--- config.mk ---
export PLATFORM = sky130hd
export DESIGN_NAME = parking_gate_controller
export DESIGN_NICKNAME = d
export VERILOG_FILES = /design/src/rtl/parking_gate_controller.sv
export SDC_FILE = /design/constraint.sdc
export NUM_CORES = 1
export LEC_CHECK = 0
export ABC_AREA = 1
export CAP_MARGIN = 20
export CORE_UTILIZATION = 51
export DETAILED_ROUTE_END_ITERATION = 12
export PLACE_DENSITY = 0.75
export SETUP_SLACK_MARGIN = 0.05
export SYNTH_ARGS = -nofsm -noshare
export SYNTH_HDL_FRONTEND = slang
export SYNTH_SLANG_ARGS = --single-unit
--- constraint.sdc ---
create_clock -name clk -period 6.4 [get_ports clk]
set_input_delay 1.28 -clock clk [delete_from_list [all_inputs] [get_ports clk]]
set_output_delay 1.28 -clock clk [all_outputs]
set_load 0.02 [all_outputs]
--- src/rtl/parking_gate_controller.sv ---
// Two-pool parking gate: req/ack admission, timed gate-open, hour-based uni reservation; status 1-cycle latency.
// Requests are held off (entry_busy) while the gate is open; optional PARKING_STATS_EN adds grant/deny counters.
module parking_gate_controller #(
    parameter int CAPACITY      = 700,
    parameter int UNI_RES_DAY   = 500,
    parameter int UNI_RES_NIGHT = 200,
    parameter int RAMP_START    = 13,
    parameter int RAMP_END      = 16,
    parameter int RAMP_STEP     = 50,
    parameter int GATE_CYCLES   = 4,
    parameter int CNT_W         = 10
) (
    input  logic             clk,
    input  logic             reset,
    input  logic [7:0]       current_hour,
    input  logic             entry_req,
    input  logic             entry_is_uni,
    input  logic             car_exited,
    input  logic             is_uni_car_exited,
    output logic             entry_ack,
    output logic             entry_grant,
    output logic             entry_busy,
    output logic             gate_open,
    output logic             exit_err,
    output logic [CNT_W-1:0] uni_parked_car,
    output logic [CNT_W-1:0] parked_car,
    output logic [CNT_W-1:0] uni_vacated_space,
    output logic [CNT_W-1:0] vacated_space,
    output logic             uni_is_vacated_space,
    output logic             is_vacated_space,
    output logic             over_cap
`ifdef PARKING_STATS_EN
    ,
    output logic [15:0]      granted_count,
    output logic [15:0]      denied_count
`endif
);

    localparam int GW = (GATE_CYCLES > 1) ? $clog2(GATE_CYCLES) : 1;

    typedef enum logic [1:0] {IDLE, DENY_ACK, OPEN} state_t;

    state_t           state, state_nxt;
    logic [GW-1:0]    gate_cnt, gate_cnt_nxt;
    logic [7:0]       hour_eff;
    logic [CNT_W-1:0] res, gen_share;
    logic [CNT_W-1:0] uni_nxt, gen_nxt;
    logic             sample, admit, uni_inc, gen_inc, uni_dec, gen_dec, exit_bad;

    function automatic logic [CNT_W-1:0] res_of(input logic [7:0] h);
        int hi;
        hi = int'(h);
        if (hi < RAMP_START)
            return CNT_W'(UNI_RES_DAY);
        else if (hi < RAMP_END)
            return CNT_W'(UNI_RES_DAY - RAMP_STEP * (hi - RAMP_START + 1));
        else
            return CNT_W'(UNI_RES_NIGHT);
    endfunction

    assign hour_eff  = (current_hour > 8'd23) ? 8'd0 : current_hour;
    assign res       = res_of(hour_eff);
    assign gen_share = CNT_W'(CAPACITY) - res;

    // Admission is judged on the counts present before any same-cycle exit.
    assign admit = entry_is_uni ? (uni_parked_car < res) : (parked_car < gen_share);

    always_comb begin
        state_nxt    = state;
        gate_cnt_nxt = gate_cnt;
        sample       = 1'b0;
        case (state)
            IDLE: begin
                if (entry_req) begin
                    sample       = 1'b1;
                    gate_cnt_nxt = '0;
                    state_nxt    = admit ? OPEN : DENY_ACK;
                end
            end
            DENY_ACK: state_nxt = IDLE;
            OPEN: begin
                if (gate_cnt == GW'(GATE_CYCLES - 1))
                    state_nxt = IDLE;
                else
                    gate_cnt_nxt = gate_cnt + 1'b1;
            end
            default: state_nxt = IDLE;
        endcase
    end

    assign gate_open  = (state == OPEN);
    assign entry_busy = (state == OPEN);

    assign uni_inc  = sample & admit & entry_is_uni;
    assign gen_inc  = sample & admit & ~entry_is_uni;
    assign uni_dec  = car_exited & is_uni_car_exited & (uni_parked_car != '0);
    assign gen_dec  = car_exited & ~is_uni_car_exited & (parked_car != '0);
    assign exit_bad = car_exited & (is_uni_car_exited ? (uni_parked_car == '0) : (parked_car == '0));
    assign uni_nxt  = uni_parked_car + {{(CNT_W-1){1'b0}}, uni_inc} - {{(CNT_W-1){1'b0}}, uni_dec};
    assign gen_nxt  = parked_car + {{(CNT_W-1){1'b0}}, gen_inc} - {{(CNT_W-1){1'b0}}, gen_dec};

    always_ff @(posedge clk or posedge reset) begin
        if (reset) begin
            state                <= IDLE;
            gate_cnt             <= '0;
            entry_ack            <= 1'b0;
            entry_grant          <= 1'b0;
            exit_err             <= 1'b0;
            uni_parked_car       <= '0;
            parked_car           <= '0;
            uni_vacated_space    <= '0;
            vacated_space        <= '0;
            uni_is_vacated_space <= 1'b0;
            is_vacated_space     <= 1'b0;
            over_cap             <= 1'b0;
        end else begin
            state                <= state_nxt;
            gate_cnt             <= gate_cnt_nxt;
            entry_ack            <= sample;
            entry_grant          <= sample & admit;
            exit_err             <= exit_bad;
            uni_parked_car       <= uni_nxt;
            parked_car           <= gen_nxt;
            // A share shrinking below occupancy saturates at zero; cars are never evicted.
            uni_vacated_space    <= (res > uni_nxt) ? (res - uni_nxt) : '0;
            vacated_space        <= (gen_share > gen_nxt) ? (gen_share - gen_nxt) : '0;
            uni_is_vacated_space <= (res > uni_nxt);
            is_vacated_space     <= (gen_share > gen_nxt);
            over_cap             <= (uni_nxt > res) || (gen_nxt > gen_share);
        end
    end

`ifdef PARKING_STATS_EN
    logic [7:0] hour_prev;

    always_ff @(posedge clk or posedge reset) begin
        if (reset) begin
            hour_prev     <= 8'd0;
            granted_count <= 16'd0;
            denied_count  <= 16'd0;
        end else begin
            hour_prev <= current_hour;
            if (hour_prev == 8'd23 && current_hour == 8'd0) begin
                granted_count <= 16'd0;
                denied_count  <= 16'd0;
            end else if (entry_ack) begin
                if (entry_grant && granted_count != 16'hFFFF)
                    granted_count <= granted_count + 16'd1;
                else if (!entry_grant && denied_count != 16'hFFFF)
                    denied_count <= denied_count + 16'd1;
            end
        end
    end
`endif

endmodule
# == After elaboration in Yosys (flattened, before gate mapping) ==
# Cells that the tools add are included.
# classes
n_mul,1
n_mux,16
n_eq_ne,5
magnitude_cmp,9
n_addsub,11
reduce_logical,9
bitwise_logic,10
# ops
operator,count
$gt A10 B10 Y1,4
$mux W10,4
$add A10 B1 Y10,2
$logic_not A10 Y1,2
$lt A10 B10 Y1,2
$reduce_bool A10 Y1,2
$sub A10 B1 Y10,2
$sub A10 B10 Y10,2
$sub A10 B10 Y10 const A,2
$add A9 B2 Y10 const B,1
$mul A6 B10 Y9 const A,1
$mux W2,5
$sub A8 B4 Y9 const B,1
$and A1 B1 Y1,8
$gt A8 B5 Y1 const B,1
$lt A8 B4 Y1 const B,1
$lt A8 B5 Y1 const B,1
$mux W8,1
$pmux W2 S2,2
$eq A2 B2 Y1 const B,2
$mux W1,4
$ne A2 B2 Y1 const B,2
$reduce_and A3 Y1,1
$add A2 B1 Y2 const B,1
6 further kinds,7
# totals
out_inout_bits,48
ff_bits,50
word_cells,73
input_bits,14

# == Logic depth before layout (Yosys ltp) ==
# Gate-level depths: netlist of the first run.
# logic_depth
ltp_word,17
ltp_mapped,60
ltp_nobuf,60

# == Worst setup path before layout of the first run ==
# Ideal clock, no wire load.
# synth_timing
path_type,input-to-reg
startpoint,in current_hour[3]
endpoint,reg uni_vacated_space[7]
t_required_ns,6.273
path_buffers,0
arrival_time_ns,8.701
path_slack_ns,-2.427
setup_time_ns,0.127
stages,56
cell_sequence,nand2_2 nand4_2 ha_1 inv_1 nand2_1 nand2_1 nand2_1 nand4_1 nand2_1 ha_1 inv_1 fa_1 inv_1 ha_1 ha_1 a21oi_1 nand2_1 xor2_1 (+20 left out) fa_1 o31ai_1 a21oi_1 o21bai_1 nand2_1 inv_1 nor2_1 o21bai_1 xor2_1 inv_1 ha_1 nand2_1 inv_1 a221o_1 nand2_1 inv_1 o21ai_0 a21oi_1
# synth_via
elab_chain_cells,17
word_cells_on_any_way,21
# synth_rtl
item,line,text
start: declaration,15,"input logic [7:0] current_hour,"
$gt A8 B5 Y1,61,assign hour_eff = (current_hour > 8'd23) ? 8'd0 : current_hour;
$mux W8 (*),61,
$sub A8 B4 Y9,56,return CNT_W'(UNI_RES_DAY - RAMP_STEP * (hi - RAMP_START + 1));
$add A9 B2 Y10,56,
$mul A6 B10 Y9,56,
$sub A10 B10 Y10,56,
$mux W10,55,else if (hi < RAMP_END)
$mux W10 (*),53,if (hi < RAMP_START)
$sub A10 B10 Y10,63,assign gen_share = CNT_W'(CAPACITY) - res;
$lt A10 B10 Y1,66,assign admit = entry_is_uni ? (uni_parked_car < res) : (parked_car < gen_share);
$mux W1 (*),66,
$and A1 B1 Y1 (*) (2 in series),94,assign uni_inc = sample & admit & entry_is_uni;
$add A10 B1 Y10 (*),99,"assign uni_nxt = uni_parked_car + {{(CNT_W-1){1'b0}}, uni_inc} - {{(CNT_W-1){1'b0}}, uni_dec};"
$sub A10 B1 Y10 (*),99,
named net uni_nxt[8],47,"logic [CNT_W-1:0] uni_nxt, gen_nxt;"
$gt A10 B10 Y1 (*),125,uni_vacated_space <= (res > uni_nxt) ? (res - uni_nxt) : '0;
$mux W10 (*),125,
end signal: assignment,125,
end: declaration,27,"output logic [CNT_W-1:0] uni_vacated_space,"
# The timed path passes the listed nets; every way through them passes the cells marked *.
# A chain may end at the register's enable or synchronous reset.

# == Worst setup path in the final report of the first run ==
# layout_timing
startpoint,in current_hour[7]
endpoint,reg uni_vacated_space[7]
# layout_via
elab_chain_cells,17
word_cells_on_any_way,21
# layout_rtl
item,line
$gt A8 B5 Y1,61
$mux W8 (*),61
$sub A8 B4 Y9,56
$add A9 B2 Y10,56
$mul A6 B10 Y9,56
$sub A10 B10 Y10,56
$mux W10,55
$mux W10 (*),53
$sub A10 B10 Y10,63
$lt A10 B10 Y1,66
$mux W1 (*),66
$and A1 B1 Y1 (*) (2 in series),94
$add A10 B1 Y10 (*),99
$sub A10 B1 Y10 (*),99
named net uni_nxt[7],47
$sub A10 B10 Y10 / $gt A10 B10 Y1 (equally long branches),125
$mux W10 (*),125
# Marks and branches as above.

==> metrics, run 1 <==
GPL Wtd Cong around 0.96; placed cell count around 900; Netlist cell types 42; die area ~0.01 mm2; Synth area leaders dfrtp_1 26%, ha_1 21%, inv_1 10%; initial core utilization a little over half; WS Path Type primary input to flip-flop; CP endpoint kind flip-flop; Post-synth EDFFs 0; max cap viols 0; All-Layer GR Usage between 30% and 40%; post-synthesis cell area slightly below 0.005 mm2; status complete, but fails checks; Synth Warn # 0; drt via density 5.809; Slew HR between 50% and 60%; layout cell share with drive strength beyond 1 43.18%; WP data required ~6.6 ns; Num CTS Buffers 5; top achievable clock speed around 110 MHz; CP max FO 6; Tcrit/Tclk final 144.0%; net count after synthesis just over 700; First DRT Iteration DRCs 520; total core area about 0.0092 mm2; total gr overflow 0; root buffer cell clkbuf_8; port bufs 61; post-detailed-route wirelength per cell roughly 19 um; Slowest-stage cell, CP ha_1; post-synthesis instance total slightly above 600; CTS tree done; syn avg cell area just under 8 um2; clock buffer depth 2; HP Class flip-flop to flip-flop; Hold Fails Final Rpt 0; #FFs+latches synth 50; Die Ht 99.02 um; largest net degree at the start of global routing ~50; H-tree Lvls 2; Synth area leader dfrtp_1; Final Net Count between 900 and 1000; RR Startpoint parked_car[3]$_DFF_PP0_; I/O pin cnt between 60 and 70; end of the worst register-to-register path uni_vacated_space[7]$_DFF_PP0_; Die X 99.02 um; register area share after synthesis a little over a quarter; cell depth of the worst hold path 1; hold_buf cts 0; clock sink count 50; First-pass DRT Iterations 7; Remaining DRCs 0; Slew @ Worst Pin slightly above 0.6 ns; R2R setup slack roughly 0.29 ns; top_reg_cell synth dfrtp_1; Area growth syn-to-layout 62.00%; Antenna Nets Post-Route 0; CP peak stage delay roughly 0.33 ns; ant diodes 0; Hold EP gate_cnt[0]$_DFFE_PP0P_; Worst Path Arrival 9.44 ns; unrepaired setup endpoints after global routing true; Layout Skew 0.01612 ns; final-report max-slew violation count 0; worst hold start gate_cnt[0]$_DFFE_PP0P_; via count 5582; r2r worst-path depth 36; WL final between 15000 and 20000 um; vias in the first global route approximately 5400; CP most frequent cell nand2_2; Post-synth ARST share 100.0%; hpwl dp approximately 10000 um; pre-CTS setup slack -3.069 ns; clock slew at reported path FFs 0.11 ns; CP startpoint kind primary input; Final min period between 9 and 10 ns; Yosys top cell area share 26.06%; failing checks setup timing; first-pass GRT wire length roughly 25000 um; slack of the critical path -2.813 ns; initial antenna violation count 0; worst skew pair latency around 0.32 ns; Rows 35; setup violators final 42; Cell Count, Final, Fillers Out slightly below 1000
## worst max-delay path by stage
| stage | startpoint | endpoint | depth (start not counted) |
|---|---|---|---|
| 6_report | current_hour[7] | uni_vacated_space[7]$_DFF_PP0_ | 56 |
| 5_1_grt | current_hour[7] | uni_vacated_space[2]$_DFF_PP0_ | 57 |
| 4_1_cts | current_hour[6] | uni_vacated_space[7]$_DFF_PP0_ | 51 |
| 3_5_place_dp | current_hour[7] | uni_vacated_space[9]$_DFF_PP0_ | 54 |
| 3_3_place_gp | current_hour[7] | uni_vacated_space[9]$_DFF_PP0_ | 56 |
| 2_1_floorplan | current_hour[7] | uni_vacated_space[9]$_DFF_PP0_ | 52 |
## synth_stat cells (9+ instances only)
cell,instances
xor2_1,22
nor2_1,48
nand3_1,22
inv_1,134
nor2_2,13
nand2_1,93
nand4_1,13
ha_1,81
dfrtp_1,50
xnor2_1,9
a21oi_1,31
o21ai_0,14
## worst max-delay path, delay by kind of cell
family / cells / cell delay, ns
buf+inv: 9 / 0.82
simple gates: 26 / 3.05
xor+xnor: 2 / 0.45
fa+ha+maj: 7 / 1.77
compound gates: 12 / 2.05
## repair_timing
action,CTS,global route
buffers inserted,29,19
pin swaps,47,75
cloned,0,1
endpoints found under the setup margin,43,43
gates resized for setup,78,78
## per-stage QoR
step           hold slack [ns]  util (%)  instance area (um2)  TNS [ns]
2_1_floorplan           0.4637         -                 5021    -50.86
3_3_place_gp            0.4839     73.29                 6740    -91.16
3_5_place_dp            0.5058     73.29                 6740    -97.83
4_1_cts                 0.5244     79.65                 7325    -52.17
5_1_grt                 0.5611     84.57                 7777    -90.87
6_report                0.5273     84.57                 7777    -82.11
## placed cells by master, fill, tap and decap left out, drive strengths merged
master / instances
nor2: 64
nand3: 29
a211oi: 3
dlygate4sd2: 2
nor3: 6
o31ai: 1
clkbuf: 6
o211ai: 2
fa: 8
a221o: 2
xnor2: 9
a21o: 2
bufinv: 1
o21ai: 19
and2: 2
nand3b: 2
nor4: 1
xor2: 22
nand4: 17
buf: 180
inv: 138
a21oi: 32
a22o: 1
clkdlybuf4s50: 53
clkdlybuf4s15: 1
clkinv: 2
nand2: 102
o21bai: 7
dfrtp: 50
or2: 4
a221oi: 1
ha: 81
## state kept, by name, indices dropped and copies added (netlist names), 2 cells and up
| name | count |
|---|---|
| vacated_space | 10 |
| uni_vacated_space | 10 |
| state | 2 |
| parked_car | 10 |
| uni_parked_car | 10 |
| gate_cnt | 2 |
## cells by family after synthesis
| group | share of synthesized area [%] |
|---|---|
| buffers and inverters | 11.23 |
| adders and majority gates | 24.45 |
| and+or+nand+nor | 24.08 |
| DFF | 26.06 |
| xor gates and xnor gates | 5.655 |
| AOI/OAI and AO/OA | 8.522 |
## layout make-up
type | instances | area (um2)
fillers | 445 | 1419
clock buffers | 5 | 68.82
clock inverters | 3 | 43.79
repair buffers | 237 | 2004
flip-flops and latches | 50 | 1251
inverters | 138 | 533.0
multi-input cells | 417 | 3737
well taps | 111 | 138.9
## routing by layer
layer | up-vias | share of wire (%) | global-route usage (%)
li1 | 2406 | - | -
met1 | 2609 | 35 | 35.18
met2 | 399 | 48 | 57.50
met3 | 168 | 8.4 | 4.752
met4 | 0 | 8.8 | 20.67
met5 | - | 0 | 0
Power of run 1 is left out: the tool's default activity adds up to more than one toggle a clock period on the data nets, which glitch-free logic cannot reach.
==> run 2, diff against run 1 <==
CTS_BUF_LIST = sky130_fd_sc_hd__clkbuf_4   (was not set)
CTS_CLUSTER_DIAMETER = 60   (was not set)
clock period = 9 ns   (was 6.4 ns; I/O delays follow)
==> run 2 against run 1 <==
Effect of this change: the flow still finishes with violations (setup timing); sequential share of layout area is 0.096 points higher; flip-flop and latch count stayed put; via count increased by 4.8%; global-route usage increased by 2.1 points; die area is the same; critical path depth stayed put; cell area decreased by 0.60%; clock-buffer cell count did not move; non-clock buffer count up 5; first-iteration DRC count is 13% higher; core utilization down 0.50 points; critical endpoint is now uni_vacated_space[9]$_DFF_PP0_.
==> metrics, run 2 (synthesized netlist as in run 1, its figures left out) <==
status complete, but fails checks; failing checks setup timing; Layout Skew 0.01126 ns; total core area roughly 0.0092 mm2; unrepaired setup endpoints after global routing true; Antenna Nets Post-Route 0; Slew @ Worst Pin roughly 0.63 ns; WL final between 20000 and 25000 um; final hold slack 0.5490 ns; WS Path Type primary input to flip-flop; Seq. cell area 0.001251 mm2; H-tree Lvls 2; hold_buf cts 0; Slew HR between 50 and 60%; post-detailed-route wirelength per cell between 20 and 25 um; WP data required between 9 and 10 ns; Final Net Count ~960; clock sink count 50; CP peak stage delay 0.42 ns; Slowest-stage cell, CP fa_2; most common cell after layout, fill and taps aside buf_4; port bufs between 60 and 70; max cap viols 0; RR Startpoint parked_car[3]$_DFF_PP0_; total gr overflow 0; HP Class flip-flop to flip-flop; I/O pin cnt 62; setup violators final 24; Worst Path Arrival ~10 ns; First-pass DRT Iterations 8; Area growth syn-to-layout 61.04%; Remaining DRCs 0; layout cell share with drive strength beyond 1 41.17%; initial antenna violation count 0; Num CTS Buffers 5; die area around 0.0098 mm2; pre-CTS setup slack -1.218 ns; slack of the critical path -0.6708 ns; CP endpoint kind flip-flop; First DRT Iteration DRCs slightly below 600; All-Layer GR Usage between 30% and 40%; CP max FO 5; Tcrit/Tclk final 107.5%; Final min period between 9 and 10 ns; Die X 99.02 um; CTS tree done; worst skew pair latency 0.41 ns; initial core utilization 52.20%; top achievable clock speed 103.4 MHz; end of the worst register-to-register path uni_vacated_space[9]$_DFF_PP0_; r2r worst-path depth 36; worst setup path start current_hour[7]; final-report max-slew violation count 0; clock buffer depth 2; area of the multi-input gates around 0.0037 mm2; Hold Fails Final Rpt 0; first-pass GRT wire length approximately 26000 um; vias in the first global route between 5000 and 6000; R2R setup slack between 2 and 3 ns; hpwl dp approximately 10000 um; Filler cells around 460; cell depth of the worst hold path 1; commonest non-fill, non-tap cells in the layout 172 x buf_4, 114 x inv_1, 69 x nand2_1; Worst Setup EP uni_vacated_space[9]$_DFF_PP0_; GPL Wtd Cong about 0.94; drt via density 6.054; largest net degree at the start of global routing 51; clock slew at reported path FFs ~0.18 ns; root buffer cell clkbuf_4; ant diodes 0; Die Ht between 90 and 100 um; CP startpoint kind primary input; via count around 6000; Rows 35
-- run 2: changes by cell type in the layout (fill, tap and decap cells not counted), sizes merged --
cell | previous run | this run
clkdlybuf4s15 | 1 | 0
inv | 138 | 139
bufinv | 1 | 0
buf | 180 | 185
dlygate4sd2 | 2 | 3
-- run 2: through the flow --
stage	setup TNS [ns]	cells	cell area, um2	utilization [%]
finish	-11.36	966	7731	84.07
detailed placement	-26.94	909	6626	72.05
global placement	-19.01	909	6626	72.05
global route	-20.26	966	7731	84.07
floorplan	-0.03406	607	4892	-
CTS	-0.2701	958	7169	77.96
-- run 2: worst max-delay path, delay by kind of cell --
kind | cells | cell delay (ns)
simple gates | 25 | 3.13
fa+ha+maj | 8 | 2.14
compound gates | 8 | 1.35
buf+inv | 13 | 1.10
xor+xnor | 2 | 0.42
-- run 2: what timing repair did --
item | CTS | global route
buffers inserted | 42 | 14
gates cloned | 0 | 1
resized for setup | 68 | 100
pin swaps | 45 | 80
hold endpoints to repair | 0 | 0
endpoints found under the setup margin | 23 | 25
-- run 2: final cells by class --
type                       instances  share of cell area [%]
multi-input combinational        417                   48.07
inverter                         138                   6.894
sequential                        50                   16.18
clock buffer                       5                  0.4855
timing repair buffer             242                   26.20
clock inverter                     3                  0.3722
tap                              111                   1.796
-- run 2: layer usage --
metal  wire length [um]  track usage [%]  part of all wire, %
met1               7082            36.62                   35
met2               9350            60.36                   46
met3               2058            7.801                   10
met4               1857            22.04                  9.1
met5                  0                0                    0
-- run 2: worst min-delay path by stage --
stage / start / endpoint / slack (ns)
after global routing: gate_cnt[1]$_DFFE_PP0P_ / gate_cnt[1]$_DFFE_PP0P_ / 0.56
after CTS: gate_cnt[1]$_DFFE_PP0P_ / gate_cnt[1]$_DFFE_PP0P_ / 0.54
after floorplan: gate_cnt[0]$_DFFE_PP0P_ / gate_cnt[0]$_DFFE_PP0P_ / 0.46
after global placement: gate_cnt[0]$_DFFE_PP0P_ / gate_cnt[0]$_DFFE_PP0P_ / 0.48
after detailed placement: gate_cnt[1]$_DFFE_PP0P_ / gate_cnt[1]$_DFFE_PP0P_ / 0.50
final: gate_cnt[1]$_DFFE_PP0P_ / gate_cnt[1]$_DFFE_PP0P_ / 0.55
Power of run 2 is left out for the same reason.
